**src/rtl/parallel_in.sv**
```systemverilog
// Memory-mapped parallel input port: synchronizes an external byte/strobe pair,
// holds the byte until the CPU loads it from DATA_ADDR, and acknowledges the consume.
module parallel_in #(
    parameter int         WIDTH     = 8,
    parameter logic [7:0] DATA_ADDR = 8'hFF,
    parameter logic [7:0] STAT_ADDR = 8'hFE
) (
    input  logic             clk,
    input  logic             rst_n,
    input  logic [7:0]       Address,
    input  logic             re,
    input  logic [WIDTH-1:0] MemData,
    input  logic [WIDTH-1:0] DataIn,
    input  logic             StrobeIn,
    output logic             rden,
    output logic [WIDTH-1:0] ReadData,
    output logic             Ack
);

    typedef enum logic [1:0] {
        ST_EMPTY   = 2'b00,
        ST_FULL    = 2'b01,
        ST_OVERRUN = 2'b10
    } state_t;

    state_t             state_r;
    logic               strobe_s1_r;
    logic               strobe_s2_r;
    logic               strobe_s3_r;
    logic [WIDTH-1:0]   data_s1_r;
    logic [WIDTH-1:0]   data_s2_r;
    logic [WIDTH-1:0]   cap_data_r;
    logic               ack_r;

    logic               is_data_s;
    logic               is_stat_s;
    logic               event_s;
    logic               consume_s;
    logic               valid_s;
    logic               overrun_s;
    logic [WIDTH-1:0]   status_s;
    logic [WIDTH-1:0]   read_data_s;

    assign is_data_s = (Address == DATA_ADDR);
    assign is_stat_s = (Address == STAT_ADDR);
    assign event_s   = strobe_s2_r & ~strobe_s3_r;
    assign consume_s = re & is_data_s & (state_r != ST_EMPTY);
    assign valid_s   = (state_r != ST_EMPTY);
    assign overrun_s = (state_r == ST_OVERRUN);
    assign status_s  = {{(WIDTH-2){1'b0}}, overrun_s, valid_s};

    // Two-flop synchronizer on strobe and data, plus edge-detect history flop.
    always_ff @(posedge clk or negedge rst_n) begin
        if (!rst_n) begin
            strobe_s1_r <= 1'b0;
            strobe_s2_r <= 1'b0;
            strobe_s3_r <= 1'b0;
            data_s1_r   <= {WIDTH{1'b0}};
            data_s2_r   <= {WIDTH{1'b0}};
        end else begin
            strobe_s1_r <= StrobeIn;
            strobe_s2_r <= strobe_s1_r;
            strobe_s3_r <= strobe_s2_r;
            data_s1_r   <= DataIn;
            data_s2_r   <= data_s1_r;
        end
    end

    // Holding-register state machine with capture register and acknowledge pulse.
    always_ff @(posedge clk or negedge rst_n) begin
        if (!rst_n) begin
            state_r    <= ST_EMPTY;
            cap_data_r <= {WIDTH{1'b0}};
            ack_r      <= 1'b0;
        end else begin
            ack_r <= consume_s;
            case (state_r)
                ST_EMPTY: begin
                    if (event_s) begin
                        state_r    <= ST_FULL;
                        cap_data_r <= data_s2_r;
                    end
                end
                ST_FULL: begin
                    // A consume and a new byte on the same edge hands over cleanly.
                    if (consume_s && event_s) begin
                        state_r    <= ST_FULL;
                        cap_data_r <= data_s2_r;
                    end else if (consume_s) begin
                        state_r <= ST_EMPTY;
                    end else if (event_s) begin
                        state_r <= ST_OVERRUN;
                    end
                end
                ST_OVERRUN: begin
                    if (consume_s) begin
                        state_r <= ST_EMPTY;
                    end
                end
                default: begin
                    state_r <= ST_EMPTY;
                end
            endcase
        end
    end

    // Load-data mux: port registers override data memory at their addresses.
    always_comb begin
        read_data_s = MemData;
        if (is_data_s) begin
            read_data_s = cap_data_r;
        end else if (is_stat_s) begin
            read_data_s = status_s;
        end else begin
            read_data_s = MemData;
        end
    end

    assign ReadData = read_data_s;
    assign rden     = re & ~(is_data_s | is_stat_s);
    assign Ack      = ack_r;

endmodule

```
**config.mk**
```make
export PLATFORM = sky130hd
export DESIGN_NAME = parallel_in
export DESIGN_NICKNAME = d
export VERILOG_FILES = /design/src/rtl/parallel_in.sv
export SDC_FILE = /design/constraint.sdc
export NUM_CORES = 1
export LEC_CHECK = 0
export ABC_AREA = 1
export CORE_MARGIN = 1
export CORE_UTILIZATION = 48
export DETAILED_ROUTE_END_ITERATION = 8
export PLACE_DENSITY = 0.84
export SLEW_MARGIN = 5
export SYNTH_ARGS = -nofsm -noshare
export SYNTH_HDL_FRONTEND = slang
export SYNTH_SLANG_ARGS = --single-unit
```
**constraint.sdc**
```tcl
create_clock -name clk -period 2.5 [get_ports clk]
set_input_delay 0.5 -clock clk [delete_from_list [all_inputs] [get_ports clk]]
set_output_delay 0.5 -clock clk [all_outputs]
set_load 0.005 [all_outputs]
```
==> results of run 1 <==
-- report_power, final --
group          total, W  switching, W  internal (W)
logic          0.000241      0.000132      0.000108
registers      0.000641     0.0000634      0.000577
clock network  0.000343      0.000151      0.000192
-- final cells by class --
| type | instances | area (sq um) | area share |
|---|---|---|---|
| inverter | 7 | 26.3 | 0.0154 |
| multi-input combinational | 75 | 404 | 0.238 |
| timing repair buffer | 42 | 407 | 0.239 |
| clock buffer | 8 | 78.8 | 0.0463 |
| tap | 28 | 35.0 | 0.0206 |
| sequential | 30 | 751 | 0.441 |
-- kinds of logic (layout without fill, tap and decap cells) --
family          after synthesis  in the layout  share of synthesized area
compound gates                1              1                    0.00431
buf+inv                       8             57                     0.0270
flops                        30             30                      0.647
simple gates                 74             74                      0.321
-- placed cells by master, fill, tap and decap left out, types with 3 or more instances in the layout --
cell type        Yosys  final
nand2_1             32     30
clkbuf_4             0      5
nand2_4              2      4
nor2_1               3      3
nor2_2               4      3
buf_4                0      3
dfrtp_1             30     30
dlygate4sd2_1        0      9
inv_1                7      7
clkdlybuf4s50_1      0     27
clkbuf_8             0      3
nand3_1             27     27
-- registers in the layout (all words and copies together), names as in the netlist --
| register | cells |
|---|---|
| data_s2_r | 8 |
| strobe_s2_r | 1 |
| Ack | 1 |
| cap_data_r | 8 |
| state_r | 2 |
| strobe_s1_r | 1 |
| data_s1_r | 8 |
| strobe_s3_r | 1 |
-- worst max-delay path by stage --
stage | from | end | slack, ps | depth (start not counted)
after global placement | Address[0] | ReadData[1] | -60 | 7
after floorplan | Address[3] | ReadData[0] | 860 | 6
final | Address[3] | rden | 90 | 7
after CTS | Address[3] | rden | 30 | 7
after global routing | Address[3] | rden | 10 | 7
after detailed placement | Address[3] | ReadData[3] | -130 | 8
-- layer usage --
layer,vias up,global-route usage,wire length (um)
met3,2,0.0744,213
li1,458,-,-
met5,-,0,0
met2,44,0.395,1230
met4,0,0.0880,9
met1,435,0.218,888
-- critical path: cells and delay by family --
family,cells,cell delay [ps]
buffers and inverters,2,940
and+or+nand+nor,5,470
-- timing repair --
item	CTS	global route
resized for setup	15	3
setup endpoints to repair	9	2
pin swaps	1	2
-- stage by stage --
step / instance area [sq um] / util
after floorplan: 1160 / -
after global placement: 1600 / 0.709
after detailed placement: 1600 / 0.709
after CTS: 1690 / 0.749
after global routing: 1700 / 0.755
final: 1700 / 0.755
==> out/metrics.yaml, run 1 <==
h-tree-depth: 2
final-max-slew-violation-count: 0
fin_hold_ws_ps: 346
drt_iter0_markers: 13
synthesis.nets: 141
max_freq_mhz: 415
globalRouteOverflowTotal: 0
place_congestion: 0.672
routed_wl_mm: 2.34
reg2regPathDepth: 7
power_density_mw_per_mm2: 719
drive_gt1_frac: 0.160
r2r-start: "state_r[0]"
cts.sinks: 30
die_y_um: 51.2
synth_edf_count: 0
antenna_found_initial: 0
power_leakage_nw: 0.873
grt_pass1_vias: 970
skew_ps: 11.4
finalPower_w: 0.00122
synthArstFlopShare: 1.00
diodes: 0
cts_tree: "yes"
fillers: 160
post_cts_buffers: 0
status: "finished, final reports clean"
synth-seq-cells: 30
ant_nets: 0
clockRootBuffer: "clkbuf_4"
whs_path_depth: 0
period_share: 0.963
cp_slowest_cell: "clkdlybuf4s50_1"
crit_fanout: 4
dieArea_sq_mm: 0.00262
rows: 17
path_common_cell: "clkdlybuf4s50_1"
hold_class: "flip-flop to flip-flop"
io_pins: 38
maxCapViolCount: 0
worst_slack_ps: 91.5
vias: 939
layout.cells.non_filler: 190
r2r_setup_slack_ps: 1240
ctsLongestPathBuffers: 2
grtUsageTotal: 0.215
tightestPinTransition_ps: 411
hold_violations: 0
synth_top_area_share: 0.647
grt_pass1_wl_mm: 3.99
cts-buffers-inserted: 5
avgSynthCellArea_sq_um: 10.3
vias_per_cell: 4.94
worstPathCellList: "clkdlybuf4s50_1 -> nand2_4 -> nor3_4 -> nand2_2 -> nand2_1 -> nor2_1 -> clkdlybuf4s50_1"
end_kind: "output pin"
worstSetupPathType: "input pin to output pin"
yosys.area.top_type: "dfrtp_1"
wl_per_cell_um: 12.3
route.detailed.drc: 0
port_buffers: 37
fin_nets: 189
crit_path_start_kind: "input pin"
dp.cells: 182
synth_area_leaders: "dfrtp_1, nand3_1, nand2_1"
post-place-ws_ps: -127
ctsHoldBuffers: 0
syn_to_final_growth_pct: 46.7
ys_types: 14
hp-start: "data_s1_r[4]"
ys_warn_count: 0
ys_top_cells_by_count: "nand2_1, dfrtp_1, nand3_1, inv_1, nor2_2"
clock_latency_ps: 320
netlist_area_sq_mm: 0.00116
tns_ps: 0
synthCells: 113
ir_drop_uv: 663
setup_viol_count_final: 0
slowest_delay_ps: 510
seq_area_frac_synth: 0.647
dp_hpwl_mm: 1.68
yosysMostFrequentCell: "nand2_1"
dieWidth_um: 51.2
rsz0062_at_grt: "false"
worstPathRequired_ps: 2000
core_sq_mm: 0.00225
finalCriticalPeriod_ps: 2410
arrival_ps: 1910
clkTransAtPathRegs_ps: 90
grt_max_degree: 31
relSlewSlack: 0.726
synth_flop_cell: "dfrtp_1"
whs_endpoint: "data_s2_r[4]"
r2r_end: "cap_data_r[3]"
firstDrtPassIters: 6
start_util: 0.514
Note: power is estimated with default switching activity, not from simulation.
==> run 2: changes to the inputs <==
==> constraint.sdc (replaced) <==
create_clock -name clk -period 2.5 [get_ports clk]
set_input_delay 0.5 -clock clk [delete_from_list [all_inputs] [get_ports clk]]
set_output_delay 0.5 -clock clk [all_outputs]
set_load 0.02 [all_outputs]
==> run 2 against run 1 <==
  * Flip-flop and latch count unchanged
  * Count of clock-buffer cells in the layout down 1
  * Setup slack worse by 1.1 ps
  * Core utilization down 2.5 points
  * Design area down 3.3%
  * First-iteration DRC count up 38%
  * Critical path depth unchanged
==> out/metrics.yaml, run 2 (synthesis gave the netlist of run 1 again) <==
grtUsageTotal: 0.202
vias_per_cell: 4.95
finalCriticalPeriod_ps: 2410
path_buf_inv: 2
start_util: 0.514
p_int_w: 0.000821
io_pins: 38
ant_nets: 0
drt_iter0_markers: 18
layout.cells.non_filler: 190
wl_per_cell_um: 11.8
worstPathRequired_ps: 2000
worstPathCellList: "clkdlybuf4s50_1 -> nand2_2 -> nor2_8 -> nand2_2 -> nand3_1 -> nand3_1 -> dlygate4sd2_1"
worstSetupPathType: "input pin to output pin"
power_density_mw_per_mm2: 711
power_leakage_nw: 0.832
routed_wl_mm: 2.23
crit_fanout: 9
clockRootBuffer: "clkbuf_4"
cts-buffers-inserted: 5
route.detailed.drc: 0
period_share: 0.964
top_regs: "cap_data_r x8, data_s1_r x8, data_s2_r x8"
pwr-share-seq: 0.547
power_switching_w: 0.000349
die_y_um: 51.2
ir_drop_uv: 530
ctsLongestPathBuffers: 2
crit_family: "buffers and inverters"
setup_viol_count_final: 0
core_sq_mm: 0.00225
cp_slowest_cell: "clkdlybuf4s50_1"
vias: 940
pwr-share-comb: 0.210
ctsHoldBuffers: 0
diodes: 0
h-tree-depth: 2
hold_violations: 0
dieWidth_um: 51.2
grt_pass1_vias: 930
end_kind: "output pin"
syn_to_final_growth_pct: 41.9
dp_hpwl_mm: 1.65
firstDrtPassIters: 4
mostFrequentLayoutCells: "dfrtp_1, nand2_1, clkdlybuf4s50_1"
sw_frac_of_total: 0.299
status: "finished, final reports clean"
cts.sinks: 30
cts_tree: "yes"
tightestPinTransition_ps: 409
max_freq_mhz: 415
finalPower_w: 0.00117
rows: 17
clkPwrFrac: 0.244
relSlewSlack: 0.727
dp.cells: 182
slowest_delay_ps: 540
skew_ps: 10.9
dieArea_sq_mm: 0.00262
place_congestion: 0.673
post_cts_buffers: 0
clkTransAtPathRegs_ps: 90
grt_max_degree: 31
port_buffers: 37
drive_gt1_frac: 0.191
fin_nets: 189
maxCapViolCount: 0
arrival_ps: 1910
grt_pass1_wl_mm: 3.76
clock_latency_ps: 310
crit_path_start_kind: "input pin"
hold_class: "flip-flop to flip-flop"
globalRouteOverflowTotal: 0
final-max-slew-violation-count: 0
antenna_found_initial: 0
-- run 2: area by class of cell --
| cell class | count | area (sq um) |
|---|---|---|
| Clock buffer | 7 | 55.1 |
| Clock inverter | 1 | 5.00 |
| Fill cell | 158 | 609 |
| Inverter | 7 | 26.3 |
| Multi-Input combinational cell | 75 | 394 |
| Sequential cell | 30 | 751 |
| Tap cell | 28 | 35.0 |
| Timing Repair Buffer | 42 | 379 |
-- run 2: worst paths after layout --
path / startpoint / endpoint / slack (ps) / depth (start not counted)
setup / recovery: Address[0] / ReadData[1] / 90 / 7
hold / removal: data_s1_r[6] / data_s2_r[6] / 350 / 0
setup reg to reg: state_r[0] / cap_data_r[0] / 1270 / 7
hold reg to reg: data_s1_r[6] / data_s2_r[6] / 350 / 0
max in group asynchronous: rst_n / strobe_s2_r / 1680 / 2
min in group asynchronous: rst_n / data_s2_r[2] / 550 / 2
-- run 2: metrics by stage --
step                       util  cell area [sq um]  hold WS, ps  setup TNS, ps  worst slack, ps
final                     0.730               1650          347              0             90.5
after global routing      0.730               1650          359          -11.5            -9.79
after CTS                 0.732               1650          350              0             5.20
after detailed placement  0.709               1600          335          -1760             -219
after global placement    0.709               1600          331          -1250             -151
after floorplan               -               1160          204              0              768
-- run 2: power by group through the flow --
stage / sequential (W) / combinational (W) / clock (W)
after global routing: 0.000653 / 0.000280 / 0.000313
after global placement: 0.000641 / 0.000237 / 0
after detailed placement: 0.000649 / 0.000251 / 0
after CTS: 0.000640 / 0.000248 / 0.000300
after floorplan: 0.000632 / 0.000152 / 0
final: 0.000640 / 0.000245 / 0.000285
-- run 2: repair_timing --
action / in CTS / in global routing
pin swaps: 0 / 1
setup endpoints to repair: 9 / 7
resized for setup: 11 / 16
-- run 2: worst reg2reg max path, delay by kind of cell (launching register included) --
family	cells	cell delay, ps
simple gates	7	650
flops	1	470
-- run 2: metal layers --
metal	GRT usage	share of wire	wire length [um]
met1	0.200	0.35	787
met2	0.368	0.52	1160
met3	0.0625	0.11	256
met4	0.111	0.012	27
met5	0	0	0
==> run 3: changes to the inputs <==
--- a/config.mk
+++ b/config.mk
@@ -8,6 +8,7 @@
 export ABC_AREA = 1
 export CORE_MARGIN = 1
 export CORE_UTILIZATION = 48
+export CTS_CLUSTER_SIZE = 10
 export DETAILED_ROUTE_END_ITERATION = 8
 export PLACE_DENSITY = 0.84
 export SLEW_MARGIN = 5
==> results of run 3 <==
No change in the layout: final DEF, timing and power equal those of run 2.
